## config.mk

```make
export PLATFORM = sky130hd
export DESIGN_NAME = csa_accum_ctrl
export DESIGN_NICKNAME = d
export VERILOG_FILES = /design/src/rtl/csa_pkg.sv /design/src/rtl/csa_compress_row.sv /design/src/rtl/full_adder.sv /design/src/rtl/csa_accum_ctrl.sv
export SDC_FILE = /design/constraint.sdc
export NUM_CORES = 1
export LEC_CHECK = 0
export CAP_MARGIN = 20
export CELL_PAD_IN_SITES_DETAIL_PLACEMENT = 2
export CELL_PAD_IN_SITES_GLOBAL_PLACEMENT = 2
export CORE_AREA = 4 4 93 95
export DETAILED_ROUTE_END_ITERATION = 8
export DIE_AREA = 0 0 97 99
export PLACE_DENSITY = 0.74
export SYNTH_ARGS = -nofsm -noshare
export SYNTH_HDL_FRONTEND = slang
export SYNTH_SLANG_ARGS = --single-unit
```

## constraint.sdc

```tcl
create_clock -name clk -period 4.75 [get_ports clk]
set_clock_uncertainty 0.1 [all_clocks]
set_input_delay 1.425 -clock clk [delete_from_list [all_inputs] [get_ports clk]]
set_output_delay 1.425 -clock clk [all_outputs]
set_load 0.02 [all_outputs]
```

## src/rtl/csa_pkg.sv

```systemverilog
// csa_pkg: shared sizing constants and controller state encoding for the CSA accumulator.
package csa_pkg;
  localparam int W       = 8;
  localparam int CNT_W   = 4;
  localparam int ACC_W   = W + CNT_W;
  localparam int CHUNK   = 4;
  localparam int RES_CYC = ACC_W / CHUNK;
  localparam int K_W     = $clog2(RES_CYC);
  typedef enum logic [1:0] {IDLE, ACCUM, RESOLVE, DONE} state_e;
endpackage

```

## src/rtl/csa_compress_row.sv

```systemverilog
// csa_compress_row: N-wide 3:2 compressor; carry is pre-shifted left with the MSB carry dropped.
module csa_compress_row
  import csa_pkg::*;
#(
  parameter int N = ACC_W
) (
  input  logic [N-1:0] a_i,
  input  logic [N-1:0] b_i,
  input  logic [N-1:0] c_i,
  output logic [N-1:0] sum_o,
  output logic [N-1:0] carry_o
);
  logic [N-2:0] co;
  genvar i;
  generate
    for (i = 0; i < N - 1; i++) begin : g_fa
      full_adder u_fa (.a_i(a_i[i]), .b_i(b_i[i]), .ci_i(c_i[i]), .s_o(sum_o[i]), .co_o(co[i]));
    end
  endgenerate
  // The top bit's carry would shift out of the row, so only its sum is formed.
  assign sum_o[N-1] = a_i[N-1] ^ b_i[N-1] ^ c_i[N-1];
  assign carry_o    = {co, 1'b0};
endmodule

```

## src/rtl/full_adder.sv

```systemverilog
// full_adder: single-bit full adder cell.
module full_adder (
  input  logic a_i,
  input  logic b_i,
  input  logic ci_i,
  output logic s_o,
  output logic co_o
);
  assign s_o  = a_i ^ b_i ^ ci_i;
  assign co_o = (a_i & b_i) | (a_i & ci_i) | (b_i & ci_i);
endmodule

```

## src/rtl/csa_accum_ctrl.sv

```systemverilog
// csa_accum_ctrl: folds a counted operand stream into carry-save registers, then resolves
// sum+carry chunk by chunk and hands the binary result downstream.
module csa_accum_ctrl
  import csa_pkg::*;
(
  input  logic             clk,
  input  logic             rst_n,
  input  logic             start,
  input  logic [CNT_W-1:0] op_count,
  input  logic [W-1:0]     in_data,
  input  logic             in_valid,
  output logic             in_ready,
  output logic [ACC_W-1:0] res_data,
  output logic             res_valid,
  input  logic             res_ready,
  output logic             busy
);
  state_e             state_q;
  logic [ACC_W-1:0]   s_q, c_q, res_q, x, s_n, c_n;
  logic [CNT_W-1:0]   rem_q;
  logic [K_W-1:0]     k_q;
  logic               cy_q, res_valid_q;
  logic [CHUNK-1:0]   ca, cb, csum;
  logic [CHUNK:0]     cc;
  assign x         = ACC_W'(in_data);
  assign in_ready  = state_q == ACCUM;
  assign busy      = state_q != IDLE;
  assign res_data  = res_q;
  assign res_valid = res_valid_q;
  csa_compress_row #(.N(ACC_W)) u_row (.a_i(s_q), .b_i(c_q), .c_i(x), .sum_o(s_n), .carry_o(c_n));
  assign ca    = s_q[k_q*CHUNK +: CHUNK];
  assign cb    = c_q[k_q*CHUNK +: CHUNK];
  assign cc[0] = cy_q;
  genvar i;
  generate
    for (i = 0; i < CHUNK; i++) begin : g_chunk
      full_adder u_fa (.a_i(ca[i]), .b_i(cb[i]), .ci_i(cc[i]), .s_o(csum[i]), .co_o(cc[i+1]));
    end
  endgenerate
  always_ff @(posedge clk or negedge rst_n) begin
    if (!rst_n) begin
      state_q     <= IDLE;
      s_q         <= '0;
      c_q         <= '0;
      res_q       <= '0;
      rem_q       <= '0;
      k_q         <= '0;
      cy_q        <= 1'b0;
      res_valid_q <= 1'b0;
    end else begin
      case (state_q)
        IDLE: if (start) begin
          if (op_count != '0) begin
            s_q     <= '0;
            c_q     <= '0;
            rem_q   <= op_count;
            state_q <= ACCUM;
          end else begin
            res_q       <= '0;
            res_valid_q <= 1'b1;
            state_q     <= DONE;
          end
        end
        ACCUM: if (in_valid) begin
          s_q   <= s_n;
          c_q   <= c_n;
          rem_q <= rem_q - 1'b1;
          if (rem_q == CNT_W'(1)) begin
            state_q <= RESOLVE;
            k_q     <= '0;
            cy_q    <= 1'b0;
          end
        end
        RESOLVE: begin
          res_q[k_q*CHUNK +: CHUNK] <= csum;
          cy_q <= cc[CHUNK];
          k_q  <= k_q + 1'b1;
          if (k_q == K_W'(RES_CYC - 1)) begin
            state_q     <= DONE;
            res_valid_q <= 1'b1;
          end
        end
        DONE: if (res_ready) begin
          res_valid_q <= 1'b0;
          state_q     <= IDLE;
        end
        default: state_q <= IDLE;
      endcase
    end
  end
endmodule

```

Yosys cells after proc, flatten, opt, wreduce, memory -nomap -nowiden:

Cells that the tools add are included.

* output and inout bits: 15
* word-level logic and storage cells: 162
* input port bits: 17
* bits in registers: 46

* bitwise operators: 91
* muxes and demuxes: 32
* add/subtract/negate cells: 3
* reductions and logical operators: 12
* shifts and indexed selects: 4
* eq/ne operators: 12

Operators with widths (number)
* $mux W12: 6
* $pmux W12 S2: 3
* $and A1 B1 Y1: 39
* $neg A4 Y34: 1
* $shift A4 B34 Y12 const A: 1
* $shiftx A4 B34 Y12: 1
* $xor A1 B1 Y1: 28
* $or A1 B1 Y1: 24
* $shiftx A12 B5 Y4: 2
* $mux W2: 8
* $bwmux W12: 1
* $mux W4: 3
* $ne A2 B2 Y1 const B: 6
* $reduce_and A5 Y1: 2
* $pmux W2 S4: 1
* $pmux W4 S2: 1
* $reduce_bool A2 Y1: 4
* $eq A2 B2 Y1 const B: 3
* $mux W1: 6
* $reduce_and A3 Y1: 2
* $eq A4 B1 Y1 const B: 1
* $pmux W2 S2: 1
* $reduce_and A4 Y1: 1
* $reduce_bool A4 Y1: 1
* 8 further kinds: 8

Longest topological paths before layout:

Gate-level depths: netlist of run 1.

* depth in word-level cells: 14
* depth in mapped cells: 10
* gate-level depth less buffers: 9

Hierarchy:

Synthesis of run 1 repeated with hierarchy kept, for this count alone.

* cells, all modules: 241
* area total of the unflattened synthesis: 2752.6 µm²

Modules (own cells, without submodules)
* csa_accum_ctrl: cells each 223, area each 2417.3 µm², times used 1
* full_adder: cells each 1, area each 20.0 µm², times used 15
* csa_compress_row: cells each 3, area each 35.0 µm², times used 1

Worst setup path before layout of run 1:

No wires, ideal clock.

* kind: register to register
* start: register k_q[0]
* end: register res_q[7] (netlist: res_data[7])
* library setup time: 82 ps
* cell stages (with the launch flop): 11
* setup slack: 1215 ps
* path buffers: 1
* data required time: 4568 ps
* arrival: 3353 ps
* cells stage by stage: dfrtp_1 > clkbuf_1 > inv_1 > nor2_1 > a21oi_1 > fa_1 > fa_1 > fa_1 > fa_1 > or3_1 > o22ai_1

* longest elaborated chain between the ends: 14

RTL lines
* start: declaration: line csa_accum_ctrl.sv:21 `logic [K_W-1:0] k_q;`
* start signal: assignment: line csa_accum_ctrl.sv:77 `k_q <= k_q + 1'b1;`
* $shiftx A12 B5 Y4 (on tied branches): line csa_accum_ctrl.sv:31, csa_accum_ctrl.sv:32
* $and A1 B1 Y1: line full_adder.sv:10 `assign co_o = (a_i & b_i) | (a_i & ci_i) | (b_i & ci_i);`
* $or A1 B1 Y1 (2 in a row): line full_adder.sv:10
* $and A1 B1 Y1: line full_adder.sv:10
* $or A1 B1 Y1 (2 in a row): line full_adder.sv:10
* $and A1 B1 Y1: line full_adder.sv:10
* $or A1 B1 Y1 (2 in a row): line full_adder.sv:10
* $xor A1 B1 Y1: line full_adder.sv:9 `assign s_o = a_i ^ b_i ^ ci_i;`
* $shiftx A4 B34 Y12: line csa_accum_ctrl.sv:75 `res_q[k_q*CHUNK +: CHUNK] <= csum;`
* $bwmux W12 (*): line csa_accum_ctrl.sv:75
* $pmux W12 S2 (*): line csa_accum_ctrl.sv:51 `case (state_q)`
* end signal: indexed assignment: line csa_accum_ctrl.sv:75
* end: declaration: line csa_accum_ctrl.sv:19 `logic [ACC_W-1:0] s_q, c_q, res_q, x, s_n, c_n;`

Every way passes the cells marked *; elsewhere a longest branch is shown, timed or not.
A chain may end at the register's enable or synchronous reset.

Worst setup path in the final report of run 1:

Ends and elaborated chain as after synthesis.

==> results of run 1 <==
## sequential cells by signal, indices dropped and copies added (netlist names)
| signal | cells |
|---|---|
| state_q | 2 |
| cy_q | 1 |
| c_q | 11 |
| k_q | 2 |
| res_valid | 1 |
| res_data | 12 |
| s_q | 12 |
| rem_q | 4 |
## path summary, 6_finish.rpt
kind,start,to,depth (start not counted)
setup / recovery,k_q[0],res_data[7],9
hold / removal,res_data[8],res_data[8],1
setup reg to reg,k_q[0],res_data[7],9
hold reg to reg,res_data[8],res_data[8],1
max in group asynchronous,rst_n,c_q[1],2
min in group asynchronous,rst_n,s_q[7],1
## worst max-delay path, delay by kind of cell, from the launching register on
kind / cells / cell delay (ns)
AOI/OAI and AO/OA: 2 / 0.34
and+or+nand+nor: 2 / 0.80
adders and majority gates: 4 / 1.77
DFF: 1 / 0.56
buffers and inverters: 1 / 0.17
## cell type report
type	instances	area, sq um	share of cell area [%]
inverter	38	143	4.32
tap	102	128	3.87
clock inverter	2	38.8	1.18
clock buffer	6	72.6	2.20
sequential	45	1130	34.1
multi-input combinational	174	1450	44.0
timing repair buffer	34	340	10.3
## kinds of logic (layout without fill, tap and decap cells)
family,count (synthesis),count (layout),synth area share (%)
AOI/OAI and AO/OA,33,33,8.99
muxes,44,44,16.4
DFF,45,45,40.7
and+or+nand+nor,73,73,12.8
adders and majority gates,24,24,13.8
buffers and inverters,48,80,7.32
## cells in the mapped netlist (3+ instances only)
cell / instances
dfrtp_1: 45
inv_1: 38
mux2i_1: 34
nand2_1: 27
nor2_1: 15
ha_1: 13
fa_1: 11
mux2_2: 10
a21oi_1: 9
clkbuf_1: 7
nand2b_1: 6
o22ai_1: 6
or3_1: 5
nand4_1: 4
nor3_1: 4
o21ai_0: 4
a2bb2oi_1: 3
buf_6: 3
nand3_1: 3
## layer usage
metal	vias to the layer above	part of all wire (%)	wire length, um	GRT usage [%]
met2	31	51	3520	27.6
met3	7	2.6	182	2.55
met5	-	0	0	0
met1	1030	45	3110	19.0
met4	0	0.87	60	3.67
li1	967	-	-	-
## power groups by stage
| stage | clock, uW | sequential [uW] | combinational (uW) |
|---|---|---|---|
| finish | 296 | 574 | 903 |
| detailed placement | 0 | 583 | 914 |
| global route | 322 | 591 | 1010 |
| global placement | 0 | 577 | 879 |
| CTS | 309 | 575 | 920 |
| floorplan | 0 | 539 | 703 |
## per-stage QoR
step,util [%],std cells
final,42.7,401
after floorplan,-,267
after detailed placement,41.0,392
after global routing,42.7,401
after global placement,41.0,392
after CTS,42.5,400
==> run_results.csv, run 1 <==
group,metric,value,unit
synthesis,post_synth.cell_area_avg,10.4,sq um
global_route,overall_overflow_remaining_after_global_route,0,
sta,rsz_0062_raised_after_global_routing,"no",
routing,antenna_violating_nets_remaining,0,
pwr,pwr-share-seq,32.4,%
worst_setup_path,critical_path_required,4.87,ns
cells_and_area,areaGrowthSynthToFinish,19.2,%
floorplanning,dieArea,9600,sq um
routing,drt_pre_antenna_iters,4,
sta,finalCritPeriodShare,80.3,%
floorplanning,ios,32,
routing,drt_first_iter_violations,29,
pwr,fin_total_pwr,1770,uW
worst_setup_path,crit_path_frequent_cell,"fa_1",
clock_tree,worst_setup_hold_path_clk_slew,0.09,ns
synthesis,synthDistinctLibCells,36,
sta,worst-slew-pin-transition,0.554,ns
outcome,run_status,"finished clean",
synthesis,synthesized_netlist_cell_count,267,
sta,finalHoldViolations,0,
floorplanning,std_cell_rows,32,
clock_tree,tritoncts.num_buffers,5,
worst_setup_path,setup.worst_path.end_class,"flop",
sta,worst_relative_slew_slack,62.6,%
worst_setup_path,regToRegSetupSlack,0.94,ns
clock_tree,resized_after_cts,0,
synthesis,post_syn_nets,308,
pwr,static-leakage-power,0.00142,uW
clock_tree,postCtsHoldBufs,0,
cells_and_area,post_route_cells_drive_above_1_share,8.36,%
global_route,grt_antenna_before_repair,0,
global_route,first_pass_grt_wire_length,12000,um
run,maxCapViolations,0,
pwr,power.density_cell_area,537,nW/um^2
floorplanning,initial_core_util,35.8,%
clock_tree,root_buffer,"clkbuf_8",
routing,finalWirelength,6870,um
worst_setup_path,crit_path_start_kind,"flop",
pwr,share_clk_of_total_power,16.7,%
cells_and_area,antenna-diode-count,0,
synthesis,yosysWarningCount,0,
sta,hold-worst-slack,0.419,ns
routing,routed_via_density,5.07,
floorplanning,die_height,99,um
sta,finalSetupViolations,0,
cells_and_area,most-common-layout-cells,"dfrtp_1, inv_1, mux2i_1, clkdlybuf4s50_1, nand2_1",
synthesis,netlist_top_cells_area,"dfrtp_1, mux2i_1, fa_1",
synthesis,post_synth_edffs,0,
routing,avgRoutedWirePerCell,17.1,um
placed_design,buffer_ports.inserted,31,
clock_tree,cts_setup_buffers,0,
worst_setup_path,cp_max_fo,13,
sta,finalWorstPathRequiredPeriod,3.81,ns
cells_and_area,finalInstanceArea,3300,sq um
sta,worst_slack,0.935,ns
synthesis,synth.cell_area,2770,sq um
pwr,netSwitchingPower,765,uW
global_route,grt_start_max_net_pins,46,
synthesis,synth_largest_type_area_fraction,40.7,%
worst_setup_path,timing_worst_setup_path_type,"flop to flop",
placed_design,detailedPlace.worstSlack,0.947,ns
global_route,first_global_vias,2356,
global_route,track_usage,15.3,%
floorplanning,die_x,97,um
sta,totalNegativeSetupSlack,0,ns
routing,residual_drc,0,
synthesis,synth_top_area_cell,"dfrtp_1",
clock_tree,htreeDepth,2,
clock_tree,cts_num_sinks,45,
worst_setup_path,timing.critical_path.arrival,3.94,ns
pwr,power.ir.vdd_worst,151,uV
routing,overall_via_count_from_detail_route,2035,
placed_design,place.gp.congestion,0.868,
placed_design,dpl-instance-area,3170,sq um
cells_and_area,final_nets,339,
floorplanning,core_region_area,7730,sq um
placed_design,hpwlAfterDp,5250,um
worst_setup_path,cp_cell_sequence,"inv_1 -> nor2_1 -> a21oi_1 -> fa_1 -> fa_1 -> fa_1 -> fa_1 -> or3_1 -> o22ai_1",
pwr,p_comb_share,50.9,%
sta,final_slew_violations,0,
synthesis,yosys_register_bits,45,
pwr,switching_share,43.2,%
cells_and_area,nFillCells,821,
clock_tree,clock_tree_from_tritoncts,"done",
pwr,power_internal,1010,uW
cells_and_area,layout.cells.most_common,"dfrtp_1",
worst_setup_path,worst_path_largest_cell_delay,0.56,ns
clock_tree,worst_skew_pair_later_pin_latency,0.30,ns
clock_tree,cts-root-to-sink-buffers,2,
synthesis,ys.flop_type,"dfrtp_1",
synthesis,postSynth.asyncResetShare,100,%
worst_setup_path,critical_path.slowest_cell,"dfrtp_1",
min_path,hold_path.class,"flop to flop",
sta,max_clock_freq,262,MHz
synthesis,synth_sequential_area_ratio,40.7,%
Note: power is estimated with default switching activity, not from simulation.
==> run 2, diff against run 1 <==
==> constraint.sdc (replaced) <==
create_clock -name clk -period 4 [get_ports clk]
set_clock_uncertainty 0.1 [all_clocks]
set_input_delay 1.2 -clock clk [delete_from_list [all_inputs] [get_ports clk]]
set_output_delay 1.2 -clock clk [all_outputs]
set_load 0.02 [all_outputs]
==> run 2 against run 1 <==
  * First-iteration DRC count is 17% lower
  * Count of clock-buffer cells in the layout is 1 lower
  * Sequential share of layout area is 0.38 points lower
  * Sequential cell count stayed put
  * Global-route usage is 0.55 points higher
  * Via count is 0.84% higher
  * Final cell count is 0.50% higher
  * Non-clock buffer count is 2 higher
  * Sequential power is 17% higher
  * Critical path type unchanged
  * Highest routed layer unchanged
==> run_results.csv, run 2 (synthesized netlist as in run 1, its figures left out) <==
group,metric,value,unit
outcome,run_status,"finished clean",
cells_and_area,most-common-layout-cells,"dfrtp_1, inv_1, mux2i_1, clkdlybuf4s50_1, nand2_1",
floorplanning,core_region_area,7730,sq um
clock_tree,worst_setup_hold_path_clk_slew,0.09,ns
placed_design,place.gp.congestion,0.795,
global_route,track_usage,15.8,%
routing,drt_first_iter_violations,24,
run,maxCapViolations,0,
sta,finalHoldViolations,0,
sta,hold-worst-slack,0.416,ns
sta,final_slew_violations,0,
global_route,first_global_vias,2322,
routing,routed_via_density,5.09,
worst_setup_path,worst-path-buf-inv,1,
placed_design,dpl-instance-area,3180,sq um
worst_setup_path,timing.critical_path.arrival,3.69,ns
floorplanning,die_x,97,um
clock_tree,cts_num_sinks,45,
floorplanning,dieArea,9600,sq um
routing,drt_pre_antenna_iters,3,
cells_and_area,post_route_cells_drive_above_1_share,9.30,%
worst_setup_path,worst_path_dominant_cell_family,"adder cells",
clock_tree,resized_after_cts,0,
floorplanning,initial_core_util,35.8,%
clock_tree,root_buffer,"clkbuf_8",
sta,worst-slew-pin-transition,0.578,ns
sta,worst_relative_slew_slack,61.0,%
clock_tree,clock_tree_from_tritoncts,"done",
pwr,power.ir.vdd_worst,213,uV
worst_setup_path,cp_cell_sequence,"inv_1 -> nor2_1 -> a21oi_1 -> fa_1 -> fa_1 -> fa_1 -> fa_1 -> or3_1 -> o22ai_1",
routing,avgRoutedWirePerCell,17.4,um
clock_tree,postCtsHoldBufs,0,
placed_design,hpwlAfterDp,5030,um
sta,finalCritPeriodShare,88.8,%
global_route,overall_overflow_remaining_after_global_route,0,
pwr,fin_total_pwr,2190,uW
clock_tree,htreeDepth,2,
floorplanning,std_cell_rows,32,
pwr,static-leakage-power,0.00144,uW
cells_and_area,final_nets,341,
cells_and_area,areaGrowthSynthToFinish,20.6,%
global_route,first_pass_grt_wire_length,12100,um
clock_tree,cts_setup_buffers,0,
sta,max_clock_freq,281,MHz
routing,overall_via_count_from_detail_route,2052,
placed_design,buffer_ports.inserted,31,
placed_design,detailedPlace.worstSlack,0.496,ns
worst_setup_path,crit_path_start_kind,"flop",
worst_setup_path,worst_r2r_path_depth,9,
worst_setup_path,critical_path_required,4.14,ns
routing,finalWirelength,7030,um
worst_setup_path,setup.worst_path.end_class,"flop",
cells_and_area,layout.cells.most_common,"dfrtp_1",
floorplanning,die_height,99,um
global_route,grt_start_max_net_pins,46,
worst_setup_path,critical_path.slowest_cell,"dfrtp_1",
routing,residual_drc,0,
min_path,hold_path.class,"flop to flop",
sta,finalWorstPathRequiredPeriod,3.55,ns
floorplanning,ios,32,
sta,totalNegativeSetupSlack,0,ns
worst_setup_path,worst_path_largest_cell_delay,0.60,ns
clock_tree,tritoncts.num_buffers,5,
min_path,hold-path-cell-count,1,
global_route,grt_antenna_before_repair,0,
worst_setup_path,cp_max_fo,13,
worst_setup_path,timing_worst_setup_path_type,"flop to flop",
cells_and_area,finalInstanceArea,3340,sq um
sta,worst_slack,0.447,ns
clock_tree,worst_skew_pair_later_pin_latency,0.31,ns
worst_setup_path,crit_path_frequent_cell,"fa_1",
cells_and_area,antenna-diode-count,0,
pwr,power.density_cell_area,655,nW/um^2
clock_tree,cts-root-to-sink-buffers,2,
sta,finalSetupViolations,0,
sta,rsz_0062_raised_after_global_routing,"no",
worst_setup_path,crit_cells,9,
routing,antenna_violating_nets_remaining,0,
[run 2: cell type report]
class	instances	area [sq um]
fillers	827	4390
multi-input cells	174	1450
flip-flops and latches	45	1130
repair buffers	36	355
inverters	38	143
well taps	102	128
clock buffers	5	68.8
clock inverters	3	65.1
[run 2: final timing paths]
kind	start	to	slack, ns
min in group asynchronous	rst_n	rem_q[0]	0.75
min reg2reg	res_data[8]	res_data[8]	0.42
max in group asynchronous	rst_n	c_q[5]	2.52
max	k_q[0]	res_data[7]	0.45
max reg2reg	k_q[0]	res_data[7]	0.45
min	res_data[8]	res_data[8]	0.42
[run 2: per-layer routing]
layer  up-vias  global-route usage, %  wire [um]
met5         -                      0          0
met4         0                   4.21         79
met3         5                   2.76        187
met2        25                   28.3       3720
met1      1054                   19.7       3040
li1        968                      -          -
[run 2: per-stage QoR]
step | cells | utilization [%]
floorplan | 267 | -
global route | 403 | 43.2
detailed placement | 394 | 41.2
finish | 403 | 43.2
global placement | 394 | 41.2
CTS | 402 | 42.9
[run 2: power by group]
part | switching [uW] | internal, uW | leakage (uW)
sequential | 117 | 553 | 0.000604
clock | 171 | 248 | 0.0000681
combinational | 629 | 467 | 0.000773
==> run 3, diff against run 2 <==
--- a/config.mk
+++ b/config.mk
@@ -11,6 +11,8 @@
 export CORE_AREA = 4 4 93 95
 export DETAILED_ROUTE_END_ITERATION = 8
 export DIE_AREA = 0 0 97 99
+export GPL_ROUTABILITY_DRIVEN = 0
+export HOLD_SLACK_MARGIN = 0.08
 export PLACE_DENSITY = 0.74
 export SYNTH_ARGS = -nofsm -noshare
 export SYNTH_HDL_FRONTEND = slang
==> results of run 3 <==
Same layout as run 2: the final DEF is identical, and so are final timing and power.
